[src/rtl/fetch_unit_if.sv]
// Bundles the instruction-memory port and the decode-side handshake of the fetch unit.
interface fetch_unit_if;
    logic        imem_req;
    logic [31:0] imem_addr;
    logic        imem_ready;
    logic [31:0] imem_rdata;
    logic [31:0] instruction;
    logic [31:0] pc_out;
    logic        inst_valid;
    logic        inst_ready;
    logic        branch_enable;
    logic [31:0] branch_target;
    logic        fetch_fault;
    logic [31:0] inst_count;

    modport master (
        output imem_req, imem_addr, instruction, pc_out, inst_valid, fetch_fault, inst_count,
        input  imem_ready, imem_rdata, inst_ready, branch_enable, branch_target
    );

    modport slave (
        input  imem_req, imem_addr, instruction, pc_out, inst_valid, fetch_fault, inst_count,
        output imem_ready, imem_rdata, inst_ready, branch_enable, branch_target
    );
endinterface

[src/rtl/fetch_unit.sv]
// Single-outstanding instruction fetcher: request a word, present it to decode,
// then follow sequential or relative-branch flow; a misaligned target locks up in FAULT.
module fetch_unit #(
    parameter logic [31:0] RESET_PC = 32'h0000_0000
) (
    input  logic           clk,
    input  logic           rst,
    fetch_unit_if.master   bus
);

    typedef enum logic [1:0] {
        REQ   = 2'b00,
        HOLD  = 2'b01,
        FAULT = 2'b10
    } state_t;

    state_t      r_state;
    state_t      w_next_state;
    logic [31:0] r_fetch_pc;
    logic [31:0] r_instruction;
    logic [31:0] r_pc_out;
    logic [31:0] r_inst_count;
    logic [31:0] w_next_pc;
    logic [31:0] w_target;
    logic        w_capture;
    logic        w_consume;

    // State register
    always_ff @(posedge clk or posedge rst) begin
        if (rst) begin
            r_state <= REQ;
        end else begin
            r_state <= w_next_state;
        end
    end

    // Next-state, capture/consume strobes and next fetch address
    always_comb begin
        w_next_state = r_state;
        w_next_pc    = r_fetch_pc;
        w_capture    = 1'b0;
        w_consume    = 1'b0;
        w_target     = r_pc_out + bus.branch_target;
        case (r_state)
            REQ: begin
                if (bus.imem_ready) begin
                    w_capture    = 1'b1;
                    w_next_state = HOLD;
                end else begin
                    w_next_state = REQ;
                end
            end
            HOLD: begin
                if (bus.inst_ready) begin
                    w_consume = 1'b1;
                    if (bus.branch_enable) begin
                        // Misaligned target is still latched so a debugger can see it
                        w_next_pc = w_target;
                        if (w_target[1:0] == 2'b00) begin
                            w_next_state = REQ;
                        end else begin
                            w_next_state = FAULT;
                        end
                    end else begin
                        w_next_pc    = r_pc_out + 32'd4;
                        w_next_state = REQ;
                    end
                end else begin
                    w_next_state = HOLD;
                end
            end
            FAULT: begin
                w_next_state = FAULT;
            end
            default: begin
                w_next_state = FAULT;
            end
        endcase
    end

    // Fetch PC, presented instruction and consume counter
    always_ff @(posedge clk or posedge rst) begin
        if (rst) begin
            r_fetch_pc    <= RESET_PC;
            r_instruction <= 32'h0000_0000;
            r_pc_out      <= 32'h0000_0000;
            r_inst_count  <= 32'h0000_0000;
        end else begin
            if (w_capture) begin
                r_instruction <= bus.imem_rdata;
                r_pc_out      <= r_fetch_pc;
            end else begin
                r_instruction <= r_instruction;
                r_pc_out      <= r_pc_out;
            end
            if (w_consume) begin
                r_inst_count <= r_inst_count + 32'd1;
                r_fetch_pc   <= w_next_pc;
            end else begin
                r_inst_count <= r_inst_count;
                r_fetch_pc   <= r_fetch_pc;
            end
        end
    end

    // Request is masked by rst so nothing leaks to memory while reset is held
    assign bus.imem_req    = (r_state == REQ) && !rst;
    assign bus.imem_addr   = r_fetch_pc;
    assign bus.instruction = r_instruction;
    assign bus.pc_out      = r_pc_out;
    assign bus.inst_valid  = (r_state == HOLD);
    assign bus.fetch_fault = (r_state == FAULT);
    assign bus.inst_count  = r_inst_count;

endmodule

[src/flat_wrapper.sv]
// flat-port wrapper written by rule: the top's interface ports become plain ports
module fetch_unit_flat 
#(
    parameter logic [31:0] RESET_PC = 32'h0000_0000
)
  (clk, rst, bus_imem_req, bus_imem_addr, bus_instruction, bus_pc_out, bus_inst_valid, bus_fetch_fault, bus_inst_count, bus_imem_ready, bus_imem_rdata, bus_inst_ready, bus_branch_enable, bus_branch_target);
  fetch_unit_if bus_i ();
  input  logic clk;
  input  logic rst;
  output wire logic [$bits(bus_i.imem_req)-1:0] bus_imem_req;
  output wire logic [$bits(bus_i.imem_addr)-1:0] bus_imem_addr;
  output wire logic [$bits(bus_i.instruction)-1:0] bus_instruction;
  output wire logic [$bits(bus_i.pc_out)-1:0] bus_pc_out;
  output wire logic [$bits(bus_i.inst_valid)-1:0] bus_inst_valid;
  output wire logic [$bits(bus_i.fetch_fault)-1:0] bus_fetch_fault;
  output wire logic [$bits(bus_i.inst_count)-1:0] bus_inst_count;
  input wire logic [$bits(bus_i.imem_ready)-1:0] bus_imem_ready;
  input wire logic [$bits(bus_i.imem_rdata)-1:0] bus_imem_rdata;
  input wire logic [$bits(bus_i.inst_ready)-1:0] bus_inst_ready;
  input wire logic [$bits(bus_i.branch_enable)-1:0] bus_branch_enable;
  input wire logic [$bits(bus_i.branch_target)-1:0] bus_branch_target;
  assign bus_imem_req = bus_i.imem_req;
  assign bus_imem_addr = bus_i.imem_addr;
  assign bus_instruction = bus_i.instruction;
  assign bus_pc_out = bus_i.pc_out;
  assign bus_inst_valid = bus_i.inst_valid;
  assign bus_fetch_fault = bus_i.fetch_fault;
  assign bus_inst_count = bus_i.inst_count;
  assign bus_i.imem_ready = bus_imem_ready;
  assign bus_i.imem_rdata = bus_imem_rdata;
  assign bus_i.inst_ready = bus_inst_ready;
  assign bus_i.branch_enable = bus_branch_enable;
  assign bus_i.branch_target = bus_branch_target;
  fetch_unit #(.RESET_PC(RESET_PC)) u_core (.clk(clk), .rst(rst), .bus(bus_i));
endmodule
[config.mk]
export PLATFORM = sky130hd
export DESIGN_NAME = fetch_unit_flat
export DESIGN_NICKNAME = d
export VERILOG_FILES = /design/src/rtl/fetch_unit_if.sv /design/src/rtl/fetch_unit.sv /design/src/flat_wrapper.sv
export SDC_FILE = /design/constraint.sdc
export NUM_CORES = 1
export LEC_CHECK = 0
export BUFFER_PORTS_ARGS = -buffer_cell sky130_fd_sc_hd__buf_4
export CORE_UTILIZATION = 48
export CTS_CLUSTER_DIAMETER = 50
export DETAILED_ROUTE_END_ITERATION = 16
export HOLD_SLACK_MARGIN = 0.08
export PLACE_DENSITY = 0.77
export SKIP_LAST_GASP = 1
export SYNTH_ARGS = -nofsm -noshare
export SYNTH_HDL_FRONTEND = slang
export SYNTH_SLANG_ARGS = --single-unit
[constraint.sdc]
create_clock -name clk -period 3.6 [get_ports clk]
set_input_delay 0 -clock clk [delete_from_list [all_inputs] [get_ports clk]]
set_output_delay 0 -clock clk [all_outputs]
set_load 0.01 [all_outputs]
==> summary.txt, run 1 <==
Placed design
  • IO buf count: 199
  • Hpwl dp: 13900 µm
  • Pre-CTS WS: 0.866 ns
  • Placed Cells: 1111
  • Gpl congestion: 0.864

Setup path
  • Setup CP Type: flip-flop to flip-flop
  • CP Capture Type: flip-flop
  • Data arrival time of the critical path: 3.13 ns
  • Worst-path fanout max: 9
  • CP Data Required Time: 3.90 ns
  • Crit start category: flip-flop

Clock tree
  • Root Buffer: clkbuf_16
  • Post-CTS setup buffers: 0
  • Clk slew on worst S/H paths: 0.06 ns
  • CTS resizes: 0
  • Clock latency on the worst-skew pair: 0.42 ns
  • CTS buffer count: 17
  • CTS tree: yes
  • CTS Sinks: 130
  • CTS hold repair buffers: 35
  • Max Root-Sink Buffers: 2
  • H-tree Lvls: 4

STA
  • Fmax: 354 MHz
  • Worst Skew: 0.00604 ns
  • WHS: 0.152 ns
  • Tcrit/Tclk final: 0.784
  • RSZ-0062 raised after global routing: no
  • Fin Setup TNS: 0 ns
  • PnR worst setup slack: 0.778 ns
  • Minimum clock period: 2.82 ns
  • Final Max Tran Viols: 0
  • Slew @ Worst Pin: 1.03 ns
  • Max-slew headroom: 0.314
  • Fin. Hold Viols: 0
  • Final setup viols: 0

Synthesis
  • Syn_area_per_cell: 10.0 µm²
  • Mapped Nets: 844
  • Cell taking the most area after synthesis: dfrtp_1
  • Syn Std Cell Area: 7420 µm²
  • Seq/Total Area, Yosys: 0.439
  • Cell count after synthesis: 741
  • Ys async rst share: 1.00
  • Yosys top cell area share: 0.439
  • Yosys reg bits: 130
  • Post-synth top flop: dfrtp_1
  • Post-synth EDFFs: 0
  • Yosys cell types: 60
  • Largest cells by area after synthesis: dfrtp_1 44%, mux2_2 9.4%, xnor2_1 5.7%
  • Synth warn: 0

Power
  • Total power: 8.07 mW
  • Leak pwr: 4.80 nW
  • Pwr dens: 801 nW/µm²
  • Max VDD drop: 0.516 mV

Global route
  • Total grt overflow: 0
  • Vias in the first global route: 6343
  • Tot GR Track Use: 0.263
  • Initial antenna violation count: 0
  • First-pass GRT wire length: 32600 µm
  • Largest net degree at the start of global routing: 84

Drt
  • Wire per inst: 17.0 µm
  • Starting DRT DRC Count: 372
  • DRC: 0
  • Remaining antenna violation count: 0
  • Vias per cell: 5.60
  • Via count: 6592
  • Routed wire length: 20100 µm
  • First-pass iteration count of the detailed router: 4

Final layout
  • Non-filler cells, final: 1178
  • Layout fillers: 1217
  • Proportion of layout cells with a drive suffix above 1: 0.314
  • Layout area overhead: 35.9%
  • Final nets: 1080
  • N_diodes: 0

Die
  • Boundary Pins: 200
  • Rows: 45
  • Die width: 126 µm
  • Initial Util: 0.490
  • Die area: 16000 µm²
  • Overall die height: 126 µm
  • Core Area: 15100 µm²

Hold path
  • Worst hold path type: input pin to flip-flop

Job
  • Max-cap violations: 0

Outcome
  • Run status: finished, final reports clean
[Yosys cell counts (14+ instances only)]
| cell type | instances |
|---|---|
| nor2_1 | 44 |
| xor2_1 | 31 |
| nand4_1 | 14 |
| o21ai_0 | 47 |
| mux2_2 | 62 |
| xnor2_1 | 48 |
| a21o_1 | 20 |
| nand2_1 | 81 |
| clkbuf_1 | 22 |
| ha_1 | 33 |
| nand3_1 | 25 |
| dfrtp_1 | 130 |
| a21oi_1 | 51 |
[cells by family (layout without fill, tap and decap cells)]
kind of cell / Yosys count / after routing / share of synthesized area
AND/OR/NAND/NOR: 222 / 222 / 0.144
adder cells (fa/ha/maj): 34 / 34 / 0.0584
AO/OA/AOI/OAI: 173 / 173 / 0.146
flip-flops: 130 / 130 / 0.439
multiplexers: 66 / 66 / 0.0995
XOR/XNOR: 79 / 79 / 0.0933
buffers and inverters: 37 / 286 / 0.0197
[path summary, 6_finish.rpt]
path,depth (start not counted),to,start,slack [ns]
max,9,u_core.bus.imem_addr[31],u_core.bus.pc_out[11],0.78
min reg2reg,1,u_core.bus.inst_count[13],u_core.bus.inst_count[13],0.49
min in group asynchronous,3,u_core.bus.instruction[2],rst,0.43
max in group asynchronous,4,u_core.bus.pc_out[12],rst,2.34
min,4,u_core.bus.imem_addr[29],bus_branch_target[29],0.15
max reg2reg,9,u_core.bus.imem_addr[31],u_core.bus.pc_out[11],0.78
[power by group]
group / switching, mW / internal (mW)
combinational: 1.84 / 1.90
clock: 0.685 / 1.10
sequential: 0.554 / 2.00
[per-layer routing]
layer	share of wire	vias up	wire [µm]	GRT usage
met5	0	-	0	0
met4	0.028	0	556	0.108
met3	0.050	36	995	0.0603
met2	0.49	190	9780	0.433
met1	0.44	3225	8730	0.333
li1	-	3141	-	-
[registers in the layout, summed over array words and instances (netlist names)]
signal                  flops
u_core.bus.pc_out          32
u_core.bus.instruction     32
u_core.bus.imem_addr       32
u_core.bus.inst_count      32
u_core.r_state              2
[through the flow]
stage                     instance area [µm²]  utilization
after CTS                               10100        0.666
final                                   10100        0.666
after global routing                    10100        0.666
after floorplan                          7420            -
after detailed placement                 9120        0.602
after global placement                   9120        0.602
[layout by cell type, fill, tap and decap left out, types with 17 or more instances in the layout]
master / count
buf_4: 205
dfrtp_1: 130
nand2_1: 80
mux2_2: 62
a21oi_1: 51
xnor2_1: 48
o21ai_0: 47
nor2_1: 44
dlygate4sd3_1: 35
ha_1: 33
xor2_1: 31
nand3_1: 25
a21o_1: 20
clkbuf_16: 17
[critical path: stages (launching register included)]
cell and delay, ns:
dfrtp_1 0.46, ha_1 0.44, and3_4 0.23, a221o_1 0.33, a31o_4 0.25, o2111a_1 0.26, o21a_1 0.20, a2111oi_2 0.27
xor2_1 0.19, o21ai_1 0.08
[final cells by class]
| type | count | area [µm²] | area share |
|---|---|---|---|
| multi-input cells | 574 | 4020 | 0.399 |
| flip-flops and latches | 130 | 3250 | 0.323 |
| repair buffers | 241 | 1910 | 0.189 |
| clock buffers | 18 | 429 | 0.0426 |
| well taps | 188 | 235 | 0.0233 |
| clock inverters | 14 | 178 | 0.0176 |
| inverters | 13 | 51.3 | 0.00509 |
Power figures use the tool's default switching activity.
==> inputs of run 2 (changes only) <==
--- a/config.mk
+++ b/config.mk
@@ -6,11 +6,11 @@
 export NUM_CORES = 1
 export LEC_CHECK = 0
 export BUFFER_PORTS_ARGS = -buffer_cell sky130_fd_sc_hd__buf_4
-export CORE_UTILIZATION = 48
+export CORE_UTILIZATION = 53
 export CTS_CLUSTER_DIAMETER = 50
 export DETAILED_ROUTE_END_ITERATION = 16
 export HOLD_SLACK_MARGIN = 0.08
-export PLACE_DENSITY = 0.77
+export PLACE_DENSITY = 0.8
 export SKIP_LAST_GASP = 1
 export SYNTH_ARGS = -nofsm -noshare
 export SYNTH_HDL_FRONTEND = slang
==> constraint.sdc (replaced) <==
create_clock -name clk -period 2.6 [get_ports clk]
set_input_delay 0 -clock clk [delete_from_list [all_inputs] [get_ports clk]]
set_output_delay 0 -clock clk [all_outputs]
set_load 0.01 [all_outputs]
==> run 2 against run 1 <==
  * Total power grew 46%
  * Combinational power grew 60%
  * Largest power group unchanged
  * Flip-flop and latch count is the same
  * Non-clock buffer count grew 46
  * Critical endpoint is now u_core.bus.imem_addr[30]
  * Hold slack lost 0.0036 ns
  * Clock-buffer cell count is the same
  * Sequential share of layout area shrank 1.4 points
  * Final cell count grew 3.0%
==> summary.txt, run 2 (synthesized netlist as in run 1, its figures left out) <==
Outcome
  • Run status: finished, final reports clean

Die
  • Rows: 42 (-6.7%)
  • Die width: 120 µm (-4.8%)
  • Boundary Pins: 200 (unchanged)
  • Core Area: 13500 µm² (-11%)
  • Die area: 14500 µm² (-9.3%)
  • Overall die height: 120 µm (-4.8%)
  • Initial Util: 0.551 (+0.0616)

Setup path
  • Crit start category: flip-flop
  • Data arrival time of the critical path: 2.84 ns (-0.29 ns)
  • Reg2Reg Depth: 11 (+2)
  • CP Capture Type: flip-flop
  • Setup CP Type: flip-flop to flip-flop
  • CP Data Required Time: 2.91 ns (-0.99 ns)
  • Worst-path fanout max: 3 (-6)

Power
  • Internal cell power: 7.26 mW (+45%)
  • Psw: 4.52 mW (+47%)
  • Leak pwr: 5.04 nW (+4.9%)
  • Total power: 11.8 mW (+46%)
  • Switching part of the total power: 0.384 (+0.00203)
  • Pwr dens: 1120 nW/µm² (+40%)
  • Comb power frac: 0.509 (+0.046)
  • Sequential share of power: 0.286 (-0.030)
  • Clock share of power: 0.205 (-0.016)
  • Max VDD drop: 0.944 mV (+83%)

Clock tree
  • Clk slew on worst S/H paths: 0.06 ns (about the same)
  • Root Buffer: clkbuf_16
  • CTS buffer count: 17 (unchanged)
  • CTS tree: yes
  • Clock latency on the worst-skew pair: 0.43 ns (about the same)
  • CTS Sinks: 130 (unchanged)
  • Max Root-Sink Buffers: 2 (unchanged)
  • H-tree Lvls: 4 (unchanged)

Drt
  • DRC: 0 (unchanged)
  • Routed wire length: 22100 µm (+10%)
  • Via count: 6887 (+4.5%)
  • Wire per inst: 18.2 µm (+7.2%)
  • Vias per cell: 5.68 (+1.5%)
  • Remaining antenna violation count: 0 (unchanged)
  • First-pass iteration count of the detailed router: 5 (+1)
  • Starting DRT DRC Count: 564 (+52%)

STA
  • Final Max Tran Viols: 0 (unchanged)
  • Slew @ Worst Pin: 0.747 ns (-0.282 ns)
  • Final setup viols: 0 (unchanged)
  • RSZ-0062 raised after global routing: yes
  • Max-slew headroom: 0.501 (+0.187)
  • Fin. Hold Viols: 0 (unchanged)
  • Worst Skew: 0.00776 ns (+0.00172 ns)
  • Tcrit/Tclk final: 0.974 (+0.191)
  • Fmax: 395 MHz (+11%)
  • Minimum clock period: 2.53 ns (-0.288 ns)

Final layout
  • Layout area overhead: 42.0%
  • Layout fillers: 878 (-28%)
  • Most frequent cells in the layout: 250 x buf_4, 129 x dfrtp_1, 80 x nand2_1
  • Register Area: 3250 µm² (about the same)
  • Final nets: 1126 (+4.3%)
  • Commonest non-fill, non-tap cell in the layout: buf_4
  • Non-filler cells, final: 1213 (+3.0%)
  • Area occupied by multi-input gates: 4140 µm² (+2.8%)
  • Proportion of layout cells with a drive suffix above 1: 0.360 (+0.0459)

Placed design
  • Placed Cells: 1144 (+3.0%)
  • Gpl congestion: 0.849 (-1.7%)
  • Hpwl dp: 14900 µm (+7.5%)
  • IO buf count: 199 (unchanged)

Global route
  • Initial antenna violation count: 0 (unchanged)
  • Vias in the first global route: 6801 (+7.2%)
  • Total grt overflow: 0 (unchanged)
  • Largest net degree at the start of global routing: 66 (-21%)
  • First-pass GRT wire length: 34600 µm (+6.1%)
  • Tot GR Track Use: 0.310 (+0.0475)

Hold path
  • Worst hold path type: input pin to flip-flop
  • WHS Path Cells: 3 (-1)

Job
  • Max-cap violations: 0 (unchanged)
run 2: cell count changes in the layout (fill, tap and decap cells not counted), moves of 2 or more:
| cell | change |
|---|---|
| buf_4 | +45 |
| ha_1 | -5 |
| ha_4 | +4 |
| a211oi_1 | -2 |
| a211oi_2 | +2 |
| a21oi_1 | -2 |
| a21oi_2 | +2 |
| clkinv_4 | +2 |
| o21ai_0 | -2 |
| o21ai_1 | +2 |
run 2: power by group through the flow:
stage | clock network (mW) | registers, mW | logic [mW]
after detailed placement | 0 | 3.34 | 5.73
after floorplan | 0 | 3.72 | 2.85
after global placement | 0 | 3.30 | 5.63
after CTS | 2.43 | 3.32 | 5.83
after global routing | 2.54 | 3.45 | 6.49
final | 2.42 | 3.36 | 6.00
run 2: critical path, cell delays in order, from the launching register on:
cell	delay [ns]
dfrtp_1	0.38
ha_4	0.16
inv_1	0.05
fa_2	0.34
nand2b_4	0.15
a21o_1	0.21
a211oi_2	0.28
o311a_1	0.27
o31ai_4	0.11
a21oi_2	0.18
mux2i_1	0.20
o21ai_1	0.09
run 2: final timing paths:
check,start,endpoint,slack [ns]
min,bus_branch_enable,u_core.bus.imem_addr[9],0.15
max in group asynchronous,rst,u_core.bus.imem_addr[25],1.55
max,u_core.bus.pc_out[0],u_core.bus.imem_addr[30],0.07
max reg2reg,u_core.bus.pc_out[0],u_core.bus.imem_addr[30],0.07
min in group asynchronous,rst,u_core.bus.instruction[26],0.27
min reg2reg,u_core.bus.inst_count[31],u_core.bus.inst_count[31],0.47
run 2: cell type report:
type | instances | share of cell area
clock inverters | 14 | 0.0146
clock buffers | 18 | 0.0417
flip-flops and latches | 130 | 0.309
inverters | 13 | 0.00499
well taps | 176 | 0.0209
repair buffers | 287 | 0.215
diodes | 1 | 0.000238
multi-input cells | 574 | 0.393
run 2: stage by stage:
step                      setup TNS [ns]  hold slack, ns  cell area (µm²)  utilization  setup WS [ns]
after floorplan                        0          0.0467             7420            -        0.00717
after global placement                 0           0.180             9460        0.703         0.0685
after detailed placement               0           0.178             9460        0.703        0.00955
after CTS                              0           0.124            10400        0.774         0.0119
after global routing              -0.203           0.191            10500        0.782        -0.0701
final                                  0           0.149            10500        0.783         0.0663
run 2: what timing repair did:
item,in CTS,in global routing
resized for setup,2,20
setup endpoints to repair,2,8
hold endpoints to repair,66,0
pin swaps,0,11
setup buffers,0,1
hold buffers,35,0
run 2: routing by layer:
layer	wire, µm	GRT usage	part of all wire
met1	8960	0.387	0.40
met2	11200	0.526	0.51
met3	1300	0.0642	0.059
met4	674	0.122	0.030
met5	0	0	0
==> inputs of run 3 (changes only) <==
--- a/config.mk
+++ b/config.mk
@@ -5,12 +5,13 @@
 export SDC_FILE = /design/constraint.sdc
 export NUM_CORES = 1
 export LEC_CHECK = 0
+export ABC_AREA = 1
 export BUFFER_PORTS_ARGS = -buffer_cell sky130_fd_sc_hd__buf_4
-export CORE_UTILIZATION = 53
+export CORE_UTILIZATION = 55
 export CTS_CLUSTER_DIAMETER = 50
 export DETAILED_ROUTE_END_ITERATION = 16
 export HOLD_SLACK_MARGIN = 0.08
-export PLACE_DENSITY = 0.8
+export PLACE_DENSITY = 0.81
 export SKIP_LAST_GASP = 1
 export SYNTH_ARGS = -nofsm -noshare
 export SYNTH_HDL_FRONTEND = slang
==> run 3 against run 2 <==
  * Critical path depth shrank 3
  * Combinational power shrank 91%
  * Core utilization decreased by 2.5 points
  * Flip-flop and latch count unchanged
  * Design area up 10%
  * Final cell count grew 41%
  * Worst setup slack better by 0.16 ns
  * Critical path type unchanged
  * Clock skew barely moved
  * Clock power is 3% lower
  * Total power decreased by 58%
  * Critical endpoint is now u_core.bus.imem_addr[18]
==> summary.txt, run 3 <==
Final layout
  • Most frequent cells in the layout: 396 x nand2_1, 223 x buf_4, 195 x inv_1
  • Layout area overhead: 33.2%
  • N_diodes: 0 (-1)
  • Commonest non-fill, non-tap cell in the layout: nand2_1
  • Final nets: 1589 (+41%)
  • Proportion of layout cells with a drive suffix above 1: 0.210 (-0.150)

Synthesis
  • Largest cells by area after synthesis: dfrtp_1 37%, nand2_1 17%, inv_1 8.4%
  • Seq/Total Area, Yosys: 0.374 (-0.0651)
  • Mapped Nets: 1328 (+57%)
  • Ys async rst share: 1.00 (unchanged)
  • Syn_area_per_cell: 7.11 µm² (-29%)
  • Most instantiated cells after synthesis: 397 x nand2_1, 196 x inv_1, 130 x dfrtp_1
  • Yosys cell types: 40 (-33%)
  • Most frequent cell after synthesis: nand2_1
  • Syn Std Cell Area: 8710 µm² (+17%)
  • Yosys reg bits: 130 (unchanged)
  • Cell count after synthesis: 1225 (+65%)
  • Synth warn: 0 (unchanged)
  • Cell taking the most area after synthesis: dfrtp_1
  • Post-synth top flop: dfrtp_1
  • Yosys top cell area share: 0.374 (-0.0651)
  • Post-synth EDFFs: 0 (unchanged)

Outcome
  • Run status: finished, final reports clean

STA
  • Final setup viols: 0 (unchanged)
  • Fin Setup TNS: 0 ns (unchanged)
  • Max-slew headroom: 0.447 (-0.0540)
  • RSZ-0062 raised after global routing: no
  • PnR worst setup slack: 0.224 ns (+0.158 ns)
  • Worst Skew: 0.00824 ns (+0.000485 ns)
  • Minimum clock period: 2.38 ns (-0.158 ns)
  • Fmax: 421 MHz (+6.6%)
  • Fin. Hold Viols: 0 (unchanged)
  • Slew @ Worst Pin: 0.828 ns (+0.0809 ns)
  • Final Max Tran Viols: 0 (unchanged)
  • Tcrit/Tclk final: 0.914 (-0.0607)

Setup path
  • CP Data Required Time: 2.93 ns (+0.02 ns)
  • Worst-path fanout max: 7 (+4)
  • Setup CP Type: flip-flop to flip-flop
  • R2r startpoint: u_core.bus.pc_out[2]
  • CP Buf/Inv Count: 0 (-1)
  • R2R setup slack: 0.22 ns (+0.16 ns)
  • Crit path largest cell delay: 0.48 ns (+0.10 ns)
  • CP cell instances: ha_1, nand2_1, nor2_1, nand2_1, nor2_1, xor2_1, a21oi_1, a21boi_0
  • Data arrival time of the critical path: 2.71 ns (-0.13 ns)
  • FF-to-FF End: u_core.bus.imem_addr[18]
  • Crit start category: flip-flop
  • Worst path depth: 8 (-3)
  • CP Capture Type: flip-flop
  • Delay-heaviest family, CP: simple AND/OR/NAND/NOR gates
  • Reg2Reg Depth: 8 (-3)
  • CP max stage cell: dfrtp_1

Placed design
  • Hpwl dp: 21200 µm (+42%)
  • Pre-CTS WS: 0.337 ns (+0.327 ns)
  • Gpl congestion: 1.04 (+23%)
  • IO buf count: 199 (unchanged)

Clock tree
  • CTS resizes: 0 (-2)
  • Root Buffer: clkbuf_16
  • Max Root-Sink Buffers: 2 (unchanged)
  • CTS tree: yes
  • CTS hold repair buffers: 40 (+14%)
  • H-tree Lvls: 4 (unchanged)
  • CTS buffer count: 17 (unchanged)
  • Clock latency on the worst-skew pair: 0.42 ns (about the same)
  • Clk slew on worst S/H paths: 0.06 ns (about the same)
  • Post-CTS setup buffers: 0 (unchanged)
  • CTS Sinks: 130 (unchanged)

Power
  • Internal cell power: 3.69 mW (-49%)
  • Clock share of power: 0.473 (+0.268)
  • Sequential share of power: 0.421 (+0.135)
  • Switching part of the total power: 0.257 (-0.127)
  • Max VDD drop: 0.481 mV (-49%)
  • Comb power frac: 0.106 (-0.403)
  • Leak pwr: 6.43 nW (+28%)
  • Pwr dens: 428 nW/µm² (-62%)
  • Psw: 1.27 mW (-72%)

Drt
  • DRC: 0 (unchanged)
  • Remaining antenna violation count: 0 (unchanged)
  • Vias per cell: 5.43 (-4.4%)
  • First-pass iteration count of the detailed router: 5 (unchanged)
  • Via count: 9283 (+35%)
  • Routed wire length: 29700 µm (+34%)
  • Wire per inst: 17.4 µm (-4.8%)
  • Starting DRT DRC Count: 820 (+45%)

Global route
  • Tot GR Track Use: 0.373 (+0.0633)
  • First-pass GRT wire length: 46400 µm (+34%)
  • Initial antenna violation count: 0 (unchanged)
  • Total grt overflow: 0 (unchanged)
  • Vias in the first global route: 8957 (+32%)
  • Largest net degree at the start of global routing: 73 (+11%)

Job
  • Max-cap violations: 0 (unchanged)

Die
  • Rows: 45 (+7.1%)
  • Die area: 16300 µm² (+13%)
  • Overall die height: 128 µm (+6.3%)
  • Core Area: 15300 µm² (+14%)
  • Initial Util: 0.569 (+0.0173)
  • Boundary Pins: 200 (unchanged)
  • Die width: 128 µm (+6.3%)

Hold path
  • Worst hold path type: input pin to flip-flop
  • Hold Crit Endpoint: u_core.bus.imem_addr[10]
  • WHS Path Cells: 5 (+2)
  • HP Start: bus_branch_target[10]
-- run 3: logic make-up (layout without fill, tap and decap cells) --
logic type               after synthesis  after routing  synth area share
AND/OR/NAND/NOR                      626            626             0.306
buffers and inverters                222            496            0.0963
AO/OA/AOI/OAI                        134            134            0.0848
flip-flops                           130            130             0.374
XOR/XNOR                              45             45            0.0453
adder cells (fa/ha/maj)               34             34            0.0497
multiplexers                          34             34            0.0440
-- run 3: area by class of cell --
type / count / area, µm²
fillers: 1197 / 3720
well taps: 211 / 264
flip-flops and latches: 130 / 3250
multi-input cells: 873 / 4620
repair buffers: 266 / 2130
clock buffers: 21 / 470
inverters: 198 / 747
clock inverters: 11 / 105
-- run 3: power by group through the flow --
stage / Combinational [mW] / Sequential [mW] / Clock [mW]
final: 0.527 / 2.09 / 2.35
after global routing: 0.573 / 2.09 / 2.44
after CTS: 0.517 / 2.09 / 2.35
after detailed placement: 0.465 / 2.12 / 0
after global placement: 0.460 / 2.12 / 0
after floorplan: 0.224 / 2.13 / 0
-- run 3: worst max-delay path by stage --
stage                          from                        to  slack [ns]
5_1_grt        u_core.bus.pc_out[0]  u_core.bus.imem_addr[28]        0.05
3_3_place_gp   u_core.bus.pc_out[0]  u_core.bus.imem_addr[14]        0.38
6_report       u_core.bus.pc_out[2]  u_core.bus.imem_addr[18]        0.22
3_5_place_dp   u_core.bus.pc_out[2]  u_core.bus.imem_addr[18]        0.34
2_1_floorplan  u_core.bus.pc_out[0]  u_core.bus.imem_addr[28]        0.67
4_1_cts        u_core.bus.pc_out[2]  u_core.bus.imem_addr[18]        0.29
-- run 3: worst register-to-register path, stage by stage (launching register included) --
cell and delay, ns:
dfrtp_1 0.48, ha_1 0.37, nand2_1 0.12, nor2_1 0.37
nand2_1 0.16, nor2_1 0.29, xor2_1 0.18, a21oi_1 0.10
a21boi_0 0.20
-- run 3: through the flow --
stage	power (mW)	std cells	util	hold slack [ns]	cell area (µm²)
floorplan	2.36	1225	-	0.0467	8710
global placement	2.58	1638	0.694	0.203	10600
detailed placement	2.59	1638	0.694	0.192	10600
CTS	4.96	1710	0.757	0.0805	11600
global route	5.10	1710	0.757	0.111	11600
finish	4.96	1710	0.757	0.0898	11600
-- run 3: layer usage --
metal / track usage / vias to the layer above / wire (µm)
li1: - / 4370 / -
met1: 0.445 / 4293 / 11400
met2: 0.639 / 501 / 14400
met3: 0.0835 / 119 / 2560
met4: 0.179 / 0 / 1380
met5: 0 / - / 0
